File: config.mk
export PLATFORM = sky130hd
export DESIGN_NAME = fir_out_decimator_flat
export DESIGN_NICKNAME = d
export VERILOG_FILES = /design/src/rtl/fir_out_decimator_if.sv /design/src/rtl/fir_out_decimator.sv /design/src/flat_wrapper.sv
export SDC_FILE = /design/constraint.sdc
export NUM_CORES = 1
export LEC_CHECK = 0
export CORE_UTILIZATION = 63
export DETAILED_ROUTE_END_ITERATION = 16
export DONT_BUFFER_PORTS = 1
export PLACE_DENSITY_LB_ADDON = 0.12
export SLEW_MARGIN = 5
export SYNTH_ARGS = -nofsm -noshare
export SYNTH_HDL_FRONTEND = slang
export SYNTH_SLANG_ARGS = --single-unit
File: constraint.sdc
create_clock -name clk -period 2.8 [get_ports clk]
set_clock_uncertainty 0.15 [all_clocks]
set_input_delay 0.56 -clock clk [delete_from_list [all_inputs] [get_ports clk]]
set_output_delay 0.56 -clock clk [all_outputs]
set_load 0.02 [all_outputs]
File: src/rtl/fir_out_decimator_if.sv
// Bus bundle for fir_out_decimator: FIR sample input, decimated output handshake and status.
// Output handshake: a sample transfers on any rising edge where out_valid && out_ready;
// out_data stays stable while out_valid=1 and out_ready=0; in_valid has no backpressure.
interface fir_out_decimator_if #(
    parameter int DATA_W     = 8,
    parameter int FIFO_DEPTH = 4,
    parameter int CNT_W      = 8
);
    localparam int LVL_W = $clog2(FIFO_DEPTH) + 1;

    logic              in_valid;
    logic [DATA_W-1:0] in_data;
    logic              out_valid;
    logic [DATA_W-1:0] out_data;
    logic              out_ready;
    logic [LVL_W-1:0]  level;
    logic              overflow;
    logic [CNT_W-1:0]  drop_cnt;

    modport master (
        output in_valid, in_data, out_ready,
        input  out_valid, out_data, level, overflow, drop_cnt
    );

    modport slave (
        input  in_valid, in_data, out_ready,
        output out_valid, out_data, level, overflow, drop_cnt
    );
endinterface

File: src/rtl/fir_out_decimator.sv
// Boxcar accumulate-and-dump decimator by 2^LOG2_DEC feeding a small output FIFO with drop counting.
// Optional macro FIR_DEC_ROUND_EN selects round-half-up instead of truncation.
module fir_out_decimator #(
    parameter int DATA_W     = 8,
    parameter int LOG2_DEC   = 2,
    parameter int FIFO_DEPTH = 4,
    parameter int CNT_W      = 8
) (
    input logic               clk,
    input logic               rst,
    fir_out_decimator_if.slave bus
);
    localparam int ACC_W = DATA_W + LOG2_DEC;
    localparam int PH_W  = (LOG2_DEC > 0) ? LOG2_DEC : 1;
    localparam int AW    = $clog2(FIFO_DEPTH);
    localparam int LVL_W = AW + 1;
    localparam logic [PH_W-1:0]  PH_LAST  = PH_W'((1 << LOG2_DEC) - 1);
    localparam logic [LVL_W-1:0] LVL_FULL = LVL_W'(FIFO_DEPTH);

    logic [ACC_W-1:0]  acc_q, acc_d;
    logic [PH_W-1:0]   phase_q, phase_d;
    logic [AW-1:0]     wr_ptr_q, wr_ptr_d, rd_ptr_q, rd_ptr_d;
    logic [LVL_W-1:0]  level_q, level_d;
    logic              out_valid_q, out_valid_d;
    logic              overflow_q, overflow_d;
    logic [CNT_W-1:0]  drop_cnt_q, drop_cnt_d;
    logic [DATA_W-1:0] mem_q [FIFO_DEPTH];
    logic [DATA_W-1:0] mem_d [FIFO_DEPTH];

    logic [ACC_W-1:0]  sum;
    logic [DATA_W-1:0] result;
    logic              is_last, push_req, pop, push_ok, drop;

    assign sum      = acc_q + ACC_W'(bus.in_data);
    assign is_last  = (phase_q == PH_LAST);
    assign push_req = bus.in_valid & is_last;
    assign pop      = out_valid_q & bus.out_ready;
    assign push_ok  = push_req & ((level_q != LVL_FULL) | pop);
    assign drop     = push_req & (level_q == LVL_FULL) & ~pop;

`ifdef FIR_DEC_ROUND_EN
    localparam logic [ACC_W:0] RND_HALF = (ACC_W + 1)'((1 << LOG2_DEC) >> 1);
    localparam logic [ACC_W:0] RES_MAX  = (ACC_W + 1)'((1 << DATA_W) - 1);
    logic [ACC_W:0] rounded;

    // Extra bit keeps the rounding carry; the clamp guards against it reaching the output.
    always_comb begin
        rounded = ({1'b0, sum} + RND_HALF) >> LOG2_DEC;
        result  = (rounded > RES_MAX) ? {DATA_W{1'b1}} : rounded[DATA_W-1:0];
    end
`else
    assign result = sum[LOG2_DEC +: DATA_W];
`endif

    always_comb begin
        acc_d       = acc_q;
        phase_d     = phase_q;
        wr_ptr_d    = wr_ptr_q;
        rd_ptr_d    = rd_ptr_q;
        level_d     = level_q;
        mem_d       = mem_q;
        overflow_d  = overflow_q;
        drop_cnt_d  = drop_cnt_q;

        if (bus.in_valid) begin
            if (is_last) begin
                acc_d   = '0;
                phase_d = '0;
            end else begin
                acc_d   = sum;
                phase_d = phase_q + 1'b1;
            end
        end

        if (push_ok) begin
            mem_d[wr_ptr_q] = result;
            wr_ptr_d        = wr_ptr_q + 1'b1;
        end
        if (pop) begin
            rd_ptr_d = rd_ptr_q + 1'b1;
        end

        if (push_ok && !pop) begin
            level_d = level_q + 1'b1;
        end else if (pop && !push_ok) begin
            level_d = level_q - 1'b1;
        end

        // A dump into a full FIFO with no pop is lost; the FIR upstream cannot be stalled.
        if (drop) begin
            overflow_d = 1'b1;
            if (drop_cnt_q != {CNT_W{1'b1}}) begin
                drop_cnt_d = drop_cnt_q + 1'b1;
            end
        end

        out_valid_d = (level_d != '0);
    end

    always_ff @(posedge clk) begin
        if (rst) begin
            acc_q       <= '0;
            phase_q     <= '0;
            wr_ptr_q    <= '0;
            rd_ptr_q    <= '0;
            level_q     <= '0;
            out_valid_q <= 1'b0;
            overflow_q  <= 1'b0;
            drop_cnt_q  <= '0;
            mem_q       <= '{default: '0};
        end else begin
            acc_q       <= acc_d;
            phase_q     <= phase_d;
            wr_ptr_q    <= wr_ptr_d;
            rd_ptr_q    <= rd_ptr_d;
            level_q     <= level_d;
            out_valid_q <= out_valid_d;
            overflow_q  <= overflow_d;
            drop_cnt_q  <= drop_cnt_d;
            mem_q       <= mem_d;
        end
    end

    assign bus.out_valid = out_valid_q;
    assign bus.out_data  = mem_q[rd_ptr_q];
    assign bus.level     = level_q;
    assign bus.overflow  = overflow_q;
    assign bus.drop_cnt  = drop_cnt_q;

endmodule

File: src/flat_wrapper.sv
// flat-port wrapper written by rule: the top's interface ports become plain ports
module fir_out_decimator_flat 
#(
    parameter int DATA_W     = 8,
    parameter int LOG2_DEC   = 2,
    parameter int FIFO_DEPTH = 4,
    parameter int CNT_W      = 8
)
  (clk, rst, bus_in_valid, bus_in_data, bus_out_ready, bus_out_valid, bus_out_data, bus_level, bus_overflow, bus_drop_cnt);
  fir_out_decimator_if #(.DATA_W(DATA_W), .FIFO_DEPTH(FIFO_DEPTH), .CNT_W(CNT_W)) bus_i ();
  input logic clk;
  input logic rst;
  input wire logic [$bits(bus_i.in_valid)-1:0] bus_in_valid;
  input wire logic [$bits(bus_i.in_data)-1:0] bus_in_data;
  input wire logic [$bits(bus_i.out_ready)-1:0] bus_out_ready;
  output wire logic [$bits(bus_i.out_valid)-1:0] bus_out_valid;
  output wire logic [$bits(bus_i.out_data)-1:0] bus_out_data;
  output wire logic [$bits(bus_i.level)-1:0] bus_level;
  output wire logic [$bits(bus_i.overflow)-1:0] bus_overflow;
  output wire logic [$bits(bus_i.drop_cnt)-1:0] bus_drop_cnt;
  assign bus_i.in_valid = bus_in_valid;
  assign bus_i.in_data = bus_in_data;
  assign bus_i.out_ready = bus_out_ready;
  assign bus_out_valid = bus_i.out_valid;
  assign bus_out_data = bus_i.out_data;
  assign bus_level = bus_i.level;
  assign bus_overflow = bus_i.overflow;
  assign bus_drop_cnt = bus_i.drop_cnt;
  fir_out_decimator #(.DATA_W(DATA_W), .LOG2_DEC(LOG2_DEC), .FIFO_DEPTH(FIFO_DEPTH), .CNT_W(CNT_W)) u_core (.clk(clk), .rst(rst), .bus(bus_i));
endmodule
==> run metrics <==
ratio of cells with drive above 1 in the final layout=around a tenth; Post-Synthesis Cells=approximately 350; FF-to-FF Start=u_core.acc_q[0]$_SDFFE_PP0P_; period utilization=between 80% and 90%; power per cell area=about 650 nW/um^2; DR top layer=met4; Leak=approximately 1.2 nW; hold-critical path depth=1; cells along the critical path=ha_1 -> fa_1 -> a211oi_1 -> o31ai_2 -> o311ai_1 -> o31ai_1; Final GP Congestion=between 0.8 and 0.9; clk_lat worst skew=between 0.3 and 0.4 ns; largest stage delay on the critical path=~0.55 ns; worst-margin pin slew=just over 0.7 ns; ranking of synthesized cells by area=dfxtp_1 (40%), ha_1 (7.0%), nand2_1 (6.1%); clk buf depth=2; Layout area overhead=7.60%; hold path start=rst; Via density=around 6.1; port bufs=0; die area=a little over 5000 um^2; post-CTS resize count=0; io pins=33; Hold Fails Final Rpt=0; TritonCTS clock tree=done; critical path arrival=2.52 ns; Detailed Route WL=6.29 mm; clock root cell=clkbuf_8; Storage cell area=roughly 1200 um^2; antenna violations before repair=0; worst setup margin=roughly 0.33 ns; vias in the first global route=about 2300; Peak VDD IR=around 0.57 mV; crit-path max FO=5; WL/cell=~16 um; register bit total from synthesis=61; CTS clk-pin slew, worst paths=around 0.070 ns; WS Path Type=flop to flop; Post-Layout Cell Count=403; Slowest-stage cell, CP=o311ai_1; HP Class=primary input to flop; minimum clock period=~2.5 ns; CTS H-tree depth=3; Slew Limit Fails=0; drt drc=0; register area share after synthesis=about two fifths; max cap viols=0; FP Rows=24; diodes inserted=0; Setup Fix Bufs, Post-CTS=0; CP Launch Type=flop; Final Util=73.1%; post-synthesis net count=378; Antenna Nets Post-Route=0; GRT Total Usage=about 27%; Hold Crit Endpoint=u_core.bus.overflow$_SDFFE_PP0P_; Post-DP HPWL=~4.3 mm; Syn. warnings=0; DP Worst Slack=just under 0.06 ns; final instance area=between 3000 and 4000 um^2; ys async rst share=0%; Mapped Avg Cell Area=8.79 um^2; first-pass GRT wire length=~11 mm; RSZ-0062 raised after global routing=no; WL met3=~370 um; Setup-failing EPs final=0; Top FF cell, synth=dfxtp_1; DRT met1 WL=between 2 and 3 mm; CP required=2.85 ns; mapped cell area=3060 um^2; Initial Util=67.9%; most frequent cells in the layout=dfxtp_1 (61), nand2_1 (50), nor2_1 (40); die span in x=~72 um; Yosys top cell by area=dfxtp_1; 1st-pass router iterations=4; DR vias=about 2500; Post-CTS Hold Fix Bufs=0; Max Fclk=0.405 GHz; reg-to-reg setup timing slack=about 0.33 ns; met2 wire len=slightly below 3 mm; Final #Nets=between 300 and 400; fillcell total=340; Critical Path End Type=flop; status=finished, final reports clean; Unique masters post-synth=50; Congestion Overflow GR=0; Post-synth EDFFs=0; Cells after DPL=between 300 and 400; Die Y=around 70 um; r2r endpoint=u_core.mem_q[22]$_SDFFE_PP0P_; area post-placement=between 3000 and 4000 um^2; area of the multi-input gates=1740 um^2; CTS buffer count=9; share of Yosys cell area claimed by the top area cell type=between 30% and 40%; Final TNS setup=0 ns; DRT iter0 DRCs=approximately 160; relative slew slack=around 50%; Core ar.=roughly 4500 um^2; CTS Sinks=just over 60; worst-case reg-to-reg path depth=6; commonest non-fill, non-tap cell in the layout=dfxtp_1; largest net degree at the start of global routing=56
==> cells in the mapped netlist (2+ instances only) <==
library cell  count
xor2_1            8
xnor2_1           8
nand3_1          10
nand2_1          50
nor2_1           40
mux4_2            8
buf_2             3
a211o_1           2
o21a_1            3
or3_1             2
clkbuf_1         14
nor2b_1           5
o21ai_0           7
nor3b_1           3
a31oi_1           4
and3_1            2
nand3b_1          2
and2_1            9
ha_1             17
nand4_1           3
buf_1             2
dfxtp_1          61
mux2i_1           6
a211oi_1         10
nor4_1            2
nor3_1            2
a21oi_1          32
nand2b_1          2
o31ai_1           5
inv_1             6
==> critical path: cells and delay by family, from the launching register on <==
family,cells,cell delay [ns]
DFF,1,0.32
AOI/OAI and AO/OA,4,1.22
adders and majority gates,2,0.64
==> sequential cells by signal, summed over array words and instances, names as in the netlist <==
register              cells
u_core.bus.level          3
u_core.bus.overflow       1
u_core.mem_q             32
u_core.rd_ptr_q           2
u_core.bus.drop_cnt       8
u_core.wr_ptr_q           2
u_core.phase_q            2
u_core.acc_q             10
u_core.bus.out_valid      1
==> metal layers <==
metal	vias to the layer above	global-route usage [%]
met5	-	0
met4	0	12.2
met3	11	6.05
met2	77	42.0
met1	1149	35.7
li1	1231	-
==> power breakdown <==
| part | internal, mW | total, mW | switching [mW] |
|---|---|---|---|
| clock | 0.413 | 0.770 | 0.357 |
| sequential | 0.911 | 0.983 | 0.0729 |
| combinational | 0.166 | 0.375 | 0.209 |
==> logic make-up after synthesis <==
kind of cell	Yosys count	share of synthesized area [%]
compound gates	78	16.3
xor+xnor	16	4.58
fa+ha+maj	18	7.60
buf+inv	25	3.19
flops	61	39.9
mux	14	7.85
simple gates	136	20.6
==> worst max path at each step <==
| stage | slack (ns) | startpoint | endpoint |
|---|---|---|---|
| 4_1_cts | 0.31 | u_core.acc_q[0]$_SDFFE_PP0P_ | u_core.mem_q[22]$_SDFFE_PP0P_ |
| 5_1_grt | 0.15 | u_core.acc_q[0]$_SDFFE_PP0P_ | u_core.mem_q[14]$_SDFFE_PP0P_ |
| 3_5_place_dp | 0.06 | bus_in_data[0] | u_core.mem_q[22]$_SDFFE_PP0P_ |
| 2_1_floorplan | 0.34 | bus_in_data[0] | u_core.acc_q[8]$_SDFFE_PP0P_ |
| 3_3_place_gp | 0.19 | bus_in_data[0] | u_core.mem_q[30]$_SDFFE_PP0P_ |
| 6_report | 0.33 | u_core.acc_q[0]$_SDFFE_PP0P_ | u_core.mem_q[22]$_SDFFE_PP0P_ |
==> per-stage QoR <==
stage / power (mW) / hold slack (ns)
after detailed placement: 1.37 / 0.292
after CTS: 2.14 / 0.130
after floorplan: 1.30 / 0.283
after global routing: 2.23 / 0.129
final: 2.13 / 0.145
after global placement: 1.37 / 0.284
==> final cells by class <==
type | count | share of cell area, %
clock buffers | 9 | 3.76
flip-flops and latches | 61 | 37.1
well taps | 52 | 1.98
repair buffers | 6 | 1.37
clock inverters | 7 | 2.24
inverters | 6 | 0.684
multi-input cells | 262 | 52.9
(Power assumes the default switching activity.)
